<file path="src/rtl/memory_game_pkg.sv">
// memory_game_pkg: shared card status encodings, controller states and game defaults
package memory_game_pkg;
    localparam int DEF_N_CARDS = 16;
    localparam int DEF_HIDE_DELAY = 32500000;
    localparam logic [1:0] ST_HIDDEN = 2'd0;
    localparam logic [1:0] ST_SHOWN = 2'd1;
    localparam logic [1:0] ST_MATCHED = 2'd2;
    typedef enum logic [3:0] {
        IDLE, WAIT1, READ1, CHK1, REVEAL1, WAIT2, READ2, CHK2, REVEAL2,
        COMPARE, HOLD, RESOLVE_A, RESOLVE_B, DONE
    } state_t;
endpackage

</file>
<file path="src/rtl/hold_timer.sv">
// hold_timer: loadable down-counter that flags done when it reaches zero
module hold_timer #(
    parameter int W = 25
) (
    input  logic         clk,
    input  logic         rst,
    input  logic         load,
    input  logic [W-1:0] load_val,
    output logic         done
);
    logic [W-1:0] cnt;
    always_ff @(posedge clk) begin
        if (rst) cnt <= '0;
        else if (load) cnt <= load_val;
        else if (!done) cnt <= cnt - W'(1);
    end
    assign done = cnt == '0;
endmodule

</file>
<file path="src/rtl/pair_controller.sv">
// pair_controller: sequences one memory-game turn between click decoder and card-state RAM
module pair_controller import memory_game_pkg::*; #(
    parameter int N_CARDS = DEF_N_CARDS,
    parameter int IDX_W = 4,
    parameter int COLOR_W = 3,
    parameter int HIDE_DELAY = DEF_HIDE_DELAY
) (
    input  logic               clk,
    input  logic               rst,
    input  logic               start,
    input  logic               click_valid,
    input  logic [IDX_W-1:0]   click_idx,
    output logic [IDX_W-1:0]   rd_addr,
    input  logic [COLOR_W-1:0] rd_color,
    input  logic [1:0]         rd_status,
    output logic               wr_en,
    output logic [IDX_W-1:0]   wr_addr,
    output logic [1:0]         wr_status,
    output logic               redraw,
    output logic               busy,
    output logic               game_over,
    output logic [IDX_W-1:0]   pairs,
    output logic [7:0]         moves
);
    localparam int TW = $clog2(HIDE_DELAY + 1);
    localparam logic [IDX_W:0] CARD_LIM = (IDX_W+1)'(N_CARDS);
    localparam logic [IDX_W-1:0] PAIR_LIM = IDX_W'(N_CARDS / 2);

    state_t state, state_n;
    logic [IDX_W-1:0] idx1, idx2, wr_idx;
    logic [COLOR_W-1:0] color1, color2;
    logic [1:0] res_st, wr_st;
    logic click_ok, wr_go, fin, rdp, load, t_done, same;

    // the RAM is addressed straight from the accepted click so its data is ready in CHKx
    assign click_ok = click_valid && ({1'b0, click_idx} < CARD_LIM) && !redraw;
    assign same = color1 == color2;

    hold_timer #(.W(TW)) u_timer (
        .clk(clk), .rst(rst), .load(load), .load_val(TW'(HIDE_DELAY - 1)), .done(t_done)
    );

    always_comb begin
        state_n = state;
        wr_go = 1'b0;
        wr_idx = idx1;
        wr_st = ST_SHOWN;
        fin = 1'b0;
        load = 1'b0;
        case (state)
            IDLE, DONE: state_n = start ? WAIT1 : state;
            WAIT1:      state_n = click_ok ? READ1 : WAIT1;
            READ1:      state_n = CHK1;
            CHK1:       state_n = rd_status == ST_HIDDEN ? REVEAL1 : WAIT1;
            REVEAL1:    begin wr_go = 1'b1; fin = 1'b1; state_n = WAIT2; end
            WAIT2:      state_n = click_ok ? READ2 : WAIT2;
            READ2:      state_n = CHK2;
            CHK2:       state_n = rd_status == ST_HIDDEN ? REVEAL2 : WAIT2;
            REVEAL2:    begin wr_go = 1'b1; wr_idx = idx2; fin = 1'b1; state_n = COMPARE; end
            COMPARE:    begin load = !same; state_n = same ? RESOLVE_A : HOLD; end
            HOLD:       state_n = t_done ? RESOLVE_A : HOLD;
            RESOLVE_A:  begin wr_go = 1'b1; wr_st = res_st; state_n = RESOLVE_B; end
            RESOLVE_B:  begin
                wr_go = 1'b1; wr_idx = idx2; wr_st = res_st; fin = 1'b1;
                state_n = pairs == PAIR_LIM ? DONE : WAIT1;
            end
            default:    state_n = IDLE;
        endcase
    end

    always_ff @(posedge clk) begin
        if (rst) begin
            state <= IDLE;
            rd_addr <= '0;
            wr_en <= 1'b0;
            wr_addr <= '0;
            wr_status <= ST_HIDDEN;
            redraw <= 1'b0;
            rdp <= 1'b0;
            busy <= 1'b0;
            game_over <= 1'b0;
            pairs <= '0;
            moves <= '0;
            idx1 <= '0;
            idx2 <= '0;
            color1 <= '0;
            color2 <= '0;
            res_st <= ST_HIDDEN;
        end else begin
            state <= state_n;
            wr_en <= wr_go;
            rdp <= fin;
            redraw <= rdp;
            busy <= !(state_n inside {IDLE, WAIT1, WAIT2, DONE});
            // game_over waits until the final redraw has gone out
            game_over <= state_n == DONE && !fin && !rdp;
            if (wr_go) begin
                wr_addr <= wr_idx;
                wr_status <= wr_st;
            end
            if ((state == WAIT1 || state == WAIT2) && click_ok) rd_addr <= click_idx;
            if (state == WAIT1 && click_ok) idx1 <= click_idx;
            if (state == WAIT2 && click_ok) idx2 <= click_idx;
            if (state == CHK1) color1 <= rd_color;
            if (state == CHK2) color2 <= rd_color;
            if (state == COMPARE) begin
                moves <= moves == 8'hFF ? moves : moves + 8'd1;
                pairs <= same ? pairs + IDX_W'(1) : pairs;
                res_st <= same ? ST_MATCHED : ST_HIDDEN;
            end
            if ((state == IDLE || state == DONE) && start) begin
                pairs <= '0;
                moves <= '0;
            end
        end
    end
endmodule

</file>
<file path="config.mk">
export PLATFORM = sky130hd
export DESIGN_NAME = pair_controller
export DESIGN_NICKNAME = d
export VERILOG_FILES = /design/src/rtl/memory_game_pkg.sv /design/src/rtl/hold_timer.sv /design/src/rtl/pair_controller.sv
export SDC_FILE = /design/constraint.sdc
export NUM_CORES = 1
export LEC_CHECK = 0
export CORE_MARGIN = 5
export CORE_UTILIZATION = 30
export CTS_CLUSTER_DIAMETER = 40
export DETAILED_ROUTE_END_ITERATION = 16
export PLACE_DENSITY = 0.58
export SYNTH_ARGS = -nofsm -noshare
export SYNTH_HDL_FRONTEND = slang
export SYNTH_SLANG_ARGS = --single-unit
export TNS_END_PERCENT = 20
</file>
<file path="constraint.sdc">
create_clock -name clk -period 2.55 [get_ports clk]
set_input_delay 0.255 -clock clk [delete_from_list [all_inputs] [get_ports clk]]
set_output_delay 0.255 -clock clk [all_outputs]
set_load 0.005 [all_outputs]
</file>
==> impl_metrics.yaml, run 1 <==
run_status:
  status: "completed"
setup_path:
  worstSetupPathType: "flip-flop to flip-flop"
  crit_path_end_kind: "flip-flop"
  arrival_ps: 2420
  cp.buffers_inverters: 1
  worst_ep_required_time_ps: 2820
  critical-path-top-delay-family: "simple AND/OR/NAND/NOR gates"
  critPathMaxFanout: 6
  cp-start-kind: "flip-flop"
  crit_chain: "inv_1 -> ha_1 -> nor4b_1 -> nand3_1 -> nor2_2 -> mux2_1 -> a21oi_1"
  cp_slowest_cell: "nor4b_1"
  max_stage_delay_ps: 430
floorplanning:
  die_height_um: 117.3
  fp.coreArea_mm2: 0.01137
  die_width_um: 117.3
  start_util_pct: 30.37
  rows: 39
  num_io_pins: 39
  dieArea_mm2: 0.01376
synth:
  yosys_warnings: 0
  ys_ff_latch: 71
  synth_top_flop_cell: "dfxtp_1"
  synthesis.nets: 396
  ys_seq_area_share_pct: 41.16
  synth.distinct_cells: 63
  syn_avg_cell_area_um2: 9.136
  synth_area_leaders: "dfxtp_1 (41%), nor2_1 (6.1%), mux2i_1 (5.5%), xnor2_1 (4.1%), xor2_1 (2.8%)"
  synth_edf_count: 0
  synth_area_leader_cell: "dfxtp_1"
  syn_inst: 378
  yosysTopAreaCellShare_pct: 41.16
  synthesis.area_mm2: 0.003453
  synth-async-reset-ratio_pct: 0
global_route:
  antenna_found_initial: 0
  grt_max_degree: 20
  track_usage_pct: 12.26
  grt_pass1_vias: 2745
  gr-total-overflow: 0
  grt_pass1_wl_um: 13300
final_layout:
  fill_cells: 1167
  design_area_mm2: 0.004313
  fin_nets: 434
  final_cell_count_no_fill: 564
  areaGrowthSynthToFinish_pct: 24.89
  antenna_cells: 0
  drive_above_1_share_pct: 11.64
  final_common_cell: "dfxtp_1"
  final_cell_mix: "dfxtp_1 (71), nor2_1 (56), clkdlybuf4s50_1 (38)"
pwr:
  p_seq_share_pct: 33.5
  power_report.internal_total_w: 0.002853
  clock_power_share_pct: 30.1
  combPwrFrac_pct: 36.4
  leakage_nw: 1.594
  ir_drop_mv: 0.4353
  p_per_area_mw_per_mm2: 1038
  swShare_pct: 36.25
  p_sw_w: 0.001622
timing:
  max_slew.worst_pin.slew_ps: 545.3
  relSlewSlack_pct: 63.59
  skew_ps: 5.014
  report.final.slew_viol_count: 0
  finalSetupTns_ps: 0
  setup_viol: 0
  rsz0062_at_grt: "no"
  fin_crit_ps: 2148
  fmax_mhz: 465.5
  hold_viol: 0
  fin_crit_sh_pct: 84.25
clock_network:
  hold_buffers: 0
  root_buffer: "clkbuf_16"
  clk_pin_slew_worst_paths_ps: 60
  htree_num_levels: 3
  cts_sinks: 71
  ctsResizeCount: 0
  numCtsBuffers: 9
  clock_latency_ps: 330
  cts_tree: "done"
  post_cts_buffers: 0
  cts.path.max_buffers: 2
drt:
  vias_per_cell: 4.996
  final_antenna_net_count: 0
  num_vias: 2818
  wl_per_cell_um: 13.59
  dr.first_iter.drc_count: 150
  drt-pass1-iter-count: 4
  drc_errors: 0
  wl_um: 7664
placed_design:
  dpl.cell_count: 548
  routabilityCongestion: 0.8156
  io_buffers: 38
  placed_area_mm2: 0.003990
  hpwl_um: 5524
worst_hold_path:
  hold_path.class: "flip-flop to flip-flop"
run:
  max-cap-violations: 0
-- area by class of cell --
| cell class | instances | area [um2] | share of cell area, % |
|---|---|---|---|
| tap | 143 | 178.9 | 4.149 |
| inverter | 11 | 41.29 | 0.9574 |
| clock inverter | 7 | 97.59 | 2.263 |
| timing repair buffer | 46 | 440.4 | 10.21 |
| sequential | 71 | 1421 | 32.96 |
| clock buffer | 9 | 225.2 | 5.222 |
| multi-input combinational | 277 | 1908 | 44.24 |
-- per-stage QoR --
stage | total power, W | hold slack [ps] | worst slack [ps] | util [%]
floorplan | 0.002860 | 398.9 | 695.4 | -
global placement | 0.003128 | 452.0 | 498.3 | 35.09
detailed placement | 0.003136 | 453.9 | 426.9 | 35.09
CTS | 0.004528 | 462.3 | 402.3 | 37.93
global route | 0.004803 | 481.2 | 154.5 | 37.93
finish | 0.004475 | 457.6 | 401.6 | 37.93
-- kinds of logic after synthesis --
group                      after synthesis  synth area share [%]
muxes                                   20                 5.833
buffers and inverters                   30                 3.587
AOI/OAI and AO/OA                       66                 13.08
adders and majority gates                5                 1.812
and+or+nand+nor                        159                 27.68
xor gates and xnor gates                27                 6.848
DFF                                     71                 41.16
-- registers in the layout, indices dropped and copies added (netlist names) --
| name | count |
|---|---|
| pairs | 4 |
| moves | 8 |
| busy | 1 |
| rd_addr | 4 |
| color2 | 3 |
| res_st | 1 |
| idx1 | 4 |
| color1 | 3 |
| wr_status | 2 |
| state | 4 |
| wr_en | 1 |
| game_over | 1 |
| u_timer.cnt | 25 |
| wr_addr | 4 |
| redraw | 1 |
| idx2 | 4 |
| rdp | 1 |
-- layer usage --
metal / global-route usage, % / share of wire [%] / vias up
met4: 3.670 / 1.0 / 0
met5: 0 / 0 / -
li1: - / - / 1422
met3: 4.319 / 3.2 / 6
met2: 19.72 / 48 / 35
met1: 15.49 / 48 / 1355
-- worst paths after layout --
check,start,endpoint,slack (ps),depth (start not counted)
hold reg to reg,rd_addr[2]$_SDFFE_PP0P_,rd_addr[2]$_SDFFE_PP0P_,460,2
setup / recovery,u_timer.cnt[0]$_SDFFE_PP0P_,u_timer.cnt[1]$_SDFFE_PP0P_,400,7
hold / removal,rd_addr[2]$_SDFFE_PP0P_,rd_addr[2]$_SDFFE_PP0P_,460,2
setup reg to reg,u_timer.cnt[0]$_SDFFE_PP0P_,u_timer.cnt[1]$_SDFFE_PP0P_,400,7
-- tightest hold or removal path, delay by kind of cell (launching register included) --
| family | cells | cell delay [ps] |
|---|---|---|
| flops | 1 | 310 |
| simple gates | 1 | 50 |
| compound gates | 1 | 50 |
-- power groups by stage --
stage / Sequential, W / Clock, W / Combinational, W
after floorplan: 0.00147 / 0 / 0.00139
after global placement: 0.00151 / 0 / 0.00161
after detailed placement: 0.00152 / 0 / 0.00162
after CTS: 0.00150 / 0.00139 / 0.00164
after global routing: 0.00153 / 0.00144 / 0.00184
final: 0.00150 / 0.00135 / 0.00163
-- cell usage after synthesis (3+ instances only) --
| master | number |
|---|---|
| dfxtp_1 | 71 |
| nor2_1 | 56 |
| nand2_1 | 20 |
| a21oi_1 | 19 |
| mux2i_1 | 19 |
| xnor2_1 | 16 |
| clkbuf_1 | 14 |
| a211oi_1 | 12 |
| nor3_1 | 12 |
| inv_1 | 11 |
| xor2_1 | 11 |
| nand3_1 | 10 |
| nor2b_1 | 7 |
| o21ai_0 | 7 |
| a31oi_1 | 5 |
| and4_1 | 5 |
| ha_1 | 5 |
| nand2b_1 | 5 |
| nor4_2 | 5 |
| nand4_1 | 4 |
| nor4_1 | 4 |
| a31o_2 | 3 |
| buf_2 | 3 |
| o211ai_1 | 3 |
| or3_1 | 3 |
(Power assumes the default switching activity.)
==> run 2: changes to the inputs <==
- clock period: 2.55 -> 2.09 ns (I/O delays scaled with it)
==> run 2 against run 1 <==
Setup slack got worse by 300 ps. Register-to-register slack got worse by 300 ps. Critical path type unchanged. Clock skew increased by 1.9 ps. Highest routed layer unchanged. Combinational power increased by 39%. Hold slack improved by 2.1 ps. Sequential share of layout area decreased by 0.92 points. Maximum frequency increased by 7.9%. Utilization increased by 1.1 points. Clock-buffer cell count increased by 1. Largest power group unchanged.
==> impl_metrics.yaml, run 2 (same netlist as run 1, synthesis figures left out) <==
clock_network:
  htree_num_levels: 3
  cts.path.max_buffers: 2
  cts_tree: "done"
  root_buffer: "clkbuf_16"
  clock_latency_ps: 340
  clk_pin_slew_worst_paths_ps: 60
  hold_buffers: 0
  numCtsBuffers: 9
  cts_sinks: 71
final_layout:
  final_common_cell: "dfxtp_1"
  regMostFlops: "u_timer.cnt"
  fin_nets: 448
  areaGrowthSynthToFinish_pct: 28.59
  final_util_pct: 39.06
  largest_registers: "u_timer.cnt: 25 flops, moves: 8 flops"
  drive_above_1_share_pct: 15.40
  antenna_cells: 0
  final_cell_mix: "dfxtp_1 (70), nor2_1 (56), clkdlybuf4s50_1 (38)"
  largest_reg_flops: 25
pwr:
  ir_drop_mv: 0.5047
  p_sw_w: 0.002084
  power_w: 0.005634
  swShare_pct: 36.99
  power_report.internal_total_w: 0.003550
  leakage_nw: 1.668
  combPwrFrac_pct: 40.1
  clock_power_share_pct: 28.0
  p_seq_share_pct: 31.8
  p_per_area_mw_per_mm2: 1269
run_status:
  status: "completed"
timing:
  holdWs_ps: 459.7
  skew_ps: 6.954
  worst_slack_ps: 98.96
  fin_crit_sh_pct: 95.26
  finalSetupTns_ps: 0
  fin_crit_ps: 1991
  fmax_mhz: 502.3
  setup_viol: 0
  report.final.slew_viol_count: 0
  relSlewSlack_pct: 64.96
  hold_viol: 0
  max_slew.worst_pin.slew_ps: 521.3
  rsz0062_at_grt: "no"
floorplanning:
  die_height_um: 117.3
  rows: 39
  dieArea_mm2: 0.01376
  start_util_pct: 30.37
  fp.coreArea_mm2: 0.01137
  num_io_pins: 39
  die_width_um: 117.3
drt:
  num_vias: 2833
  drc_errors: 0
  final_antenna_net_count: 0
  highest_layer: "met4"
  met3_wirelength_um: 279
  dr.first_iter.drc_count: 151
  drt-met1-wl_um: 3642
  drt-pass1-iter-count: 4
  vias_per_cell: 4.901
  met2WireLength_um: 3750
  wl_um: 7823
  wl_per_cell_um: 13.53
global_route:
  antenna_found_initial: 0
  grt_max_degree: 30
  track_usage_pct: 12.23
  grt_pass1_wl_um: 13400
  gr-total-overflow: 0
  grt_pass1_vias: 2846
setup_path:
  arrival_ps: 2220
  worst_ep_required_time_ps: 2310
  crit_path_end_kind: "flip-flop"
  cp-start-kind: "flip-flop"
  worstSetupPathType: "flip-flop to flip-flop"
  critPathMaxFanout: 11
placed_design:
  dp_slack_ps: 39.49
  routabilityCongestion: 0.7926
  hpwl_um: 5647
  io_buffers: 38
worst_hold_path:
  hold_path.class: "flip-flop to flip-flop"
run:
  max-cap-violations: 0
[run 2: repair_timing]
| action | in CTS | in global routing |
|---|---|---|
| resized for setup | 0 | 5 |
| endpoints found under the setup margin | 0 | 16 |
| setup buffers | 0 | 1 |
[run 2: final timing paths]
kind | from | end | slack (ps) | cells after the start
worst min register to register | rd_addr[2]$_SDFFE_PP0P_ | rd_addr[2]$_SDFFE_PP0P_ | 460 | 2
worst max register to register | u_timer.cnt[1]$_SDFFE_PP0P_ | u_timer.cnt[19]$_SDFFE_PP0P_ | 100 | 9
worst min-delay path | rd_addr[2]$_SDFFE_PP0P_ | rd_addr[2]$_SDFFE_PP0P_ | 460 | 2
worst max-delay path | u_timer.cnt[1]$_SDFFE_PP0P_ | u_timer.cnt[19]$_SDFFE_PP0P_ | 100 | 9
[run 2: routing by layer]
metal | vias up | GRT usage (%)
li1 | 1451 | -
met1 | 1326 | 15.30
met2 | 42 | 19.95
met3 | 14 | 3.548
met4 | 0 | 4.587
met5 | - | 0
[run 2: power by group through the flow]
stage	Combinational, W	Clock (W)	Sequential (W)
after floorplan	0.00170	0	0.00179
after global placement	0.00215	0	0.00180
after detailed placement	0.00218	0	0.00181
after CTS	0.00220	0.00161	0.00178
after global routing	0.00249	0.00168	0.00182
final	0.00226	0.00158	0.00179
[run 2: layout make-up]
type                       count  area [um2]
fill                        1137        6929
multi-input combinational    277        1933
sequential                    71        1423
timing repair buffer          60       558.0
clock buffer                  10       239.0
tap                          143       178.9
clock inverter                 6       67.56
inverter                      11       41.29
[run 2: through the flow]
| step | cells | cell area, um2 |
|---|---|---|
| 6_report | 578 | 4441 |
| 5_1_grt | 578 | 4441 |
| 4_1_cts | 577 | 4407 |
| 3_5_place_dp | 561 | 4100 |
| 3_3_place_gp | 561 | 4100 |
| 2_1_floorplan | 378 | 3453 |
[run 2: critical path: stages (launching register included)]
cell	delay, ps
dfxtp_1	380
inv_1	100
ha_1	180
nor4b_2	160
buf_4	140
and4_4	240
nor4_4	250
buf_4	180
and4_1	200
nor3_1	40
